`config.mk`:
```
export PLATFORM = sky130hd
export DESIGN_NAME = ov7670_config_sequencer
export DESIGN_NICKNAME = d
export VERILOG_FILES = /design/src/rtl/ov7670_pkg.sv /design/src/rtl/ov7670_config_sequencer.sv
export SDC_FILE = /design/constraint.sdc
export NUM_CORES = 1
export LEC_CHECK = 0
export BUFFER_PORTS_ARGS = -buffer_cell sky130_fd_sc_hd__buf_4
export CAP_MARGIN = 10
export CORE_ASPECT_RATIO = 2
export CORE_MARGIN = 5
export CORE_UTILIZATION = 57
export DETAILED_ROUTE_END_ITERATION = 12
export PLACE_DENSITY = 0.86
export SLEW_MARGIN = 20
export SYNTH_ARGS = -nofsm -noshare
export SYNTH_HDL_FRONTEND = slang
export SYNTH_SLANG_ARGS = --single-unit
```
`constraint.sdc`:
```
create_clock -name clk_i -period 3.7 [get_ports clk_i]
set_clock_uncertainty 0.1 [all_clocks]
set_input_delay 0.74 -clock clk_i [delete_from_list [all_inputs] [get_ports clk_i]]
set_output_delay 0.74 -clock clk_i [all_outputs]
set_load 0.1 [all_outputs]
```
`src/rtl/ov7670_pkg.sv`:
```
// Shared types and constants for the OV7670 configuration sequencer.
package ov7670_pkg;

  typedef enum logic [2:0] {
    IDLE,
    FETCH,
    DECODE,
    SEND,
    WAIT_DONE,
    DELAY,
    DONE
  } seq_state_t;

  localparam logic [7:0]  OV7670_WRITE_ADDR = 8'h42;
  localparam logic [15:0] CONFIG_END_MARKER = 16'hFFFF;
  localparam logic [7:0]  REG_COM7          = 8'h12;
  localparam int          COM7_RESET_BIT    = 7;

endpackage

```
`src/rtl/ov7670_config_sequencer.sv`:
```
// Walks the OV7670 config ROM and issues one SCCB register write per entry,
// pausing after each write (long pause after a COM7 soft reset).
module ov7670_config_sequencer
  import ov7670_pkg::*;
#(
  parameter int unsigned RESET_DELAY_CYCLES = 1_000_000,
  parameter int unsigned WRITE_DELAY_CYCLES = 1_000,
  parameter logic [7:0]  DEV_ADDR           = OV7670_WRITE_ADDR
) (
  input  logic        clk_i,
  input  logic        rst_i,
  input  logic        start_i,
  output logic [7:0]  rom_addr_o,
  input  logic [15:0] rom_data_i,
  output logic        sccb_valid_o,
  input  logic        sccb_ready_i,
  input  logic        sccb_done_i,
  output logic [7:0]  sccb_dev_addr_o,
  output logic [7:0]  sccb_reg_addr_o,
  output logic [7:0]  sccb_reg_data_o,
  output logic        busy_o,
  output logic        done_o,
  output logic [7:0]  write_count_o
);

  seq_state_t  state_reg, state_next;
  logic [7:0]  rom_addr_reg, rom_addr_next;
  logic [7:0]  reg_addr_reg, reg_addr_next;
  logic [7:0]  reg_data_reg, reg_data_next;
  logic        is_reset_reg, is_reset_next;
  logic [31:0] delay_reg, delay_next;
  logic [7:0]  count_reg, count_next;

  always_ff @(posedge clk_i or posedge rst_i) begin
    if (rst_i) begin
      state_reg    <= IDLE;
      rom_addr_reg <= 8'd0;
      reg_addr_reg <= 8'd0;
      reg_data_reg <= 8'd0;
      is_reset_reg <= 1'b0;
      delay_reg    <= 32'd0;
      count_reg    <= 8'd0;
    end else begin
      state_reg    <= state_next;
      rom_addr_reg <= rom_addr_next;
      reg_addr_reg <= reg_addr_next;
      reg_data_reg <= reg_data_next;
      is_reset_reg <= is_reset_next;
      delay_reg    <= delay_next;
      count_reg    <= count_next;
    end
  end

  always_comb begin
    state_next    = state_reg;
    rom_addr_next = rom_addr_reg;
    reg_addr_next = reg_addr_reg;
    reg_data_next = reg_data_reg;
    is_reset_next = is_reset_reg;
    delay_next    = delay_reg;
    count_next    = count_reg;
    case (state_reg)
      IDLE, DONE: begin
        if (start_i) begin
          rom_addr_next = 8'd0;
          count_next    = 8'd0;
          state_next    = FETCH;
        end
      end
      FETCH: state_next = DECODE;
      DECODE: begin
        if (rom_data_i == CONFIG_END_MARKER) begin
          state_next = DONE;
        end else begin
          reg_addr_next = rom_data_i[15:8];
          reg_data_next = rom_data_i[7:0];
          is_reset_next = (rom_data_i[15:8] == REG_COM7) && rom_data_i[COM7_RESET_BIT];
          state_next    = SEND;
        end
      end
      SEND: begin
        if (sccb_ready_i) state_next = WAIT_DONE;
      end
      WAIT_DONE: begin
        if (sccb_done_i) begin
          if (count_reg != 8'hFF) count_next = count_reg + 8'd1;
          delay_next = is_reset_reg ? RESET_DELAY_CYCLES : WRITE_DELAY_CYCLES;
          state_next = DELAY;
        end
      end
      DELAY: begin
        if (delay_reg == 32'd0) begin
          // Entry 255 is the last one; the address never wraps back to 0.
          if (rom_addr_reg == 8'hFF) begin
            state_next = DONE;
          end else begin
            rom_addr_next = rom_addr_reg + 8'd1;
            state_next    = FETCH;
          end
        end else begin
          delay_next = delay_reg - 32'd1;
        end
      end
      default: state_next = IDLE;
    endcase
  end

  assign rom_addr_o      = rom_addr_reg;
  assign sccb_valid_o    = (state_reg == SEND);
  assign sccb_dev_addr_o = DEV_ADDR;
  assign sccb_reg_addr_o = reg_addr_reg;
  assign sccb_reg_data_o = reg_data_reg;
  assign busy_o          = (state_reg != IDLE) && (state_reg != DONE);
  assign done_o          = (state_reg == DONE);
  assign write_count_o   = count_reg;

endmodule
```
==> results.toml <==
[floorplanning]
die_area_sq_um = 8830
io_pins = 64
start_util_pct = 57.6
die_w_um = 69.0
core_sq_um = 6890
rows = 43
die_h_um = 128

[synthesis]
synthCells = 428
synth.avg_cell_area_sq_um = 9.27
ys_types = 66
syn_area_sq_um = 3970
synthFlopType = "dfrtp_1"
synth-seq-cells = 68
synth_edf_count = 0
yosysSeqAreaShare_pct = 42.9
yosys_warnings = 0
async_reset_ff_share_pct = 100

[critical_path]
start_kind = "flop"
critical_path.endpoint_type = "flop"
crit_required_ps = 3790
crit_path_max_fanout = 11
crit_type = "flop to flop"
critPathArrivalTime_ps = 3190

[pwr]
power_mw = 4.29
cellPowerDensity_nw_per_um2 = 892
ir_worst_vdd_mv = 0.939
p_leak_nw = 2.08

[route]
postRouteAntennaNets = 0
drt-total-wl_um = 11000
drtIter0Drc = 298
vias = 3754
via_per_inst = 6.46
first_pass_iters = 5
wire_per_inst_um = 18.9
drc_errors = 0

[sta]
max_freq_mhz = 323
finalHoldViolCount = 0
setup_viol = 0
setup_ws_ps = 600
post-route-period-util_pct = 83.8
setup-tns-final_ps = 0
slew-limit-headroom_pct = 50.2
min_period_ps = 3100
rsz0062_at_grt = "false"
worstMarginPinSlew_ps = 741
finalMaxSlewViolations = 0

[clock_network]
max-clock-path-buffers = 2
post-cts-setup-buffers = 0
ctsHoldBuffers = 0
clock_sink_count = 68
clk_latency_ps = 340
ctsResizeCount = 0
cts-htree-levels = 3
path_clk_slew_ps = 60
cts_tree = "done"
root_buffer = "clkbuf_16"
cts_buffers = 9

[finish]
largest_reg_flops = 32
fillerInstances = 530
drive_gt1_share_pct = 24.6
syn_to_final_growth_pct = 21.1
mostFrequentLayoutCell = "dfrtp_1"
final_cell_mix = "dfrtp_1 (68), buf_4 (67), nor2_1 (36)"
diodes = 0
finalNetCount = 510

[status]
run_status = "complete, no violations"

[placed_design]
dp_slack_ps = 638
place.gp.congestion = 0.882
dp_hpwl_um = 8040
portBuffers = 55

[global_routing]
grtUsageTotal_pct = 27.5
antenna_found_initial = 0
grt_pass1_wl_um = 18100
grt_overflow = 0
grt_max_degree = 35
grt_pass1_vias = 3714

[min_path]
min_path_type = "flop to flop"

[flow_run]
cap_violations = 0
## area by class of cell
class	count	area, sq um	share of cell area (%)
clock buffers	12	256	5.34
clock inverters	4	95.1	1.98
inverters	10	37.5	0.781
multi-input cells	330	2100	43.7
flip-flops and latches	68	1700	35.4
well taps	90	113	2.34
repair buffers	67	503	10.5
## synthesized netlist by cell type, types with 8 or more instances
library cell / count / area [sq um]
nor4_1: 11 / 68.8
nand3_1: 19 / 95.1
buf_4: 11 / 82.6
dfrtp_1: 68 / 1700
nand4_1: 9 / 56.3
nor2_1: 36 / 135
a21oi_1: 29 / 145
nor3_1: 18 / 90.1
or3_1: 11 / 68.8
mux2_2: 16 / 180
or4_1: 8 / 60.1
nand2_1: 31 / 116
clkbuf_1: 11 / 41.3
o31ai_1: 8 / 60.1
o21ai_0: 29 / 145
inv_1: 9 / 33.8
## per-layer routing
| metal | part of all wire, % | up-vias | wire length [um] | GRT usage [%] |
|---|---|---|---|---|
| met3 | 6.1 | 49 | 674 | 7.11 |
| met4 | 5.4 | 0 | 591 | 14.9 |
| li1 | - | 1731 | - | - |
| met1 | 33 | 1796 | 3650 | 30.1 |
| met2 | 55 | 178 | 6070 | 46.5 |
| met5 | 0 | - | 0 | 0 |
## through the flow
stage	instance area [sq um]	cells	util, %	hold slack, ps
final	4800	581	69.8	408
after global routing	4800	581	69.8	427
after CTS	4800	581	69.8	404
after detailed placement	4450	565	64.7	385
after global placement	4450	565	64.7	371
after floorplan	3990	434	-	372
## power breakdown
group | leakage, nW | switching, mW | internal [mW]
Combinational | 1.03 | 1.58 | 0.569
Sequential | 0.874 | 0.189 | 0.942
Clock | 0.173 | 0.317 | 0.694
## kinds of logic (layout without fill, tap and decap cells)
family                   Yosys count  after routing  synth area share [%]
adder cells (fa/ha/maj)            3              3                 0.946
AO/OA/AOI/OAI                    116            116                  19.9
multiplexers                      20             20                  5.55
XOR/XNOR                           5              5                  1.10
flip-flops                        68             68                  42.9
other                              2              8                 0.189
AND/OR/NAND/NOR                  178            178                  24.6
buffers and inverters             36             93                  4.79
## critical path: stages (launching register included)
cell and delay, ps:
dfrtp_1 400, inv_1 60, ha_1 180, or3b_1 510, or4_4 600, o41ai_4 620
buf_4 290, or3_2 140, a21oi_2 50
## final timing paths
kind | slack (ps) | cells past startpoint | startpoint | to
worst min-delay path | 410 | 1 | sccb_reg_addr_o[7]$_DFFE_PP0P_ | sccb_reg_addr_o[7]$_DFFE_PP0P_
worst min register to register | 410 | 1 | sccb_reg_addr_o[7]$_DFFE_PP0P_ | sccb_reg_addr_o[7]$_DFFE_PP0P_
min in group asynchronous | 420 | 2 | rst_i | write_count_o[2]$_DFFE_PP0P_
max in group asynchronous | 2210 | 3 | rst_i | delay_reg[10]$_DFFE_PP0P_
worst max register to register | 600 | 8 | delay_reg[0]$_DFFE_PP0P_ | delay_reg[25]$_DFFE_PP0P_
worst max-delay path | 600 | 8 | delay_reg[0]$_DFFE_PP0P_ | delay_reg[25]$_DFFE_PP0P_
Note: power is estimated with default switching activity, not from simulation.
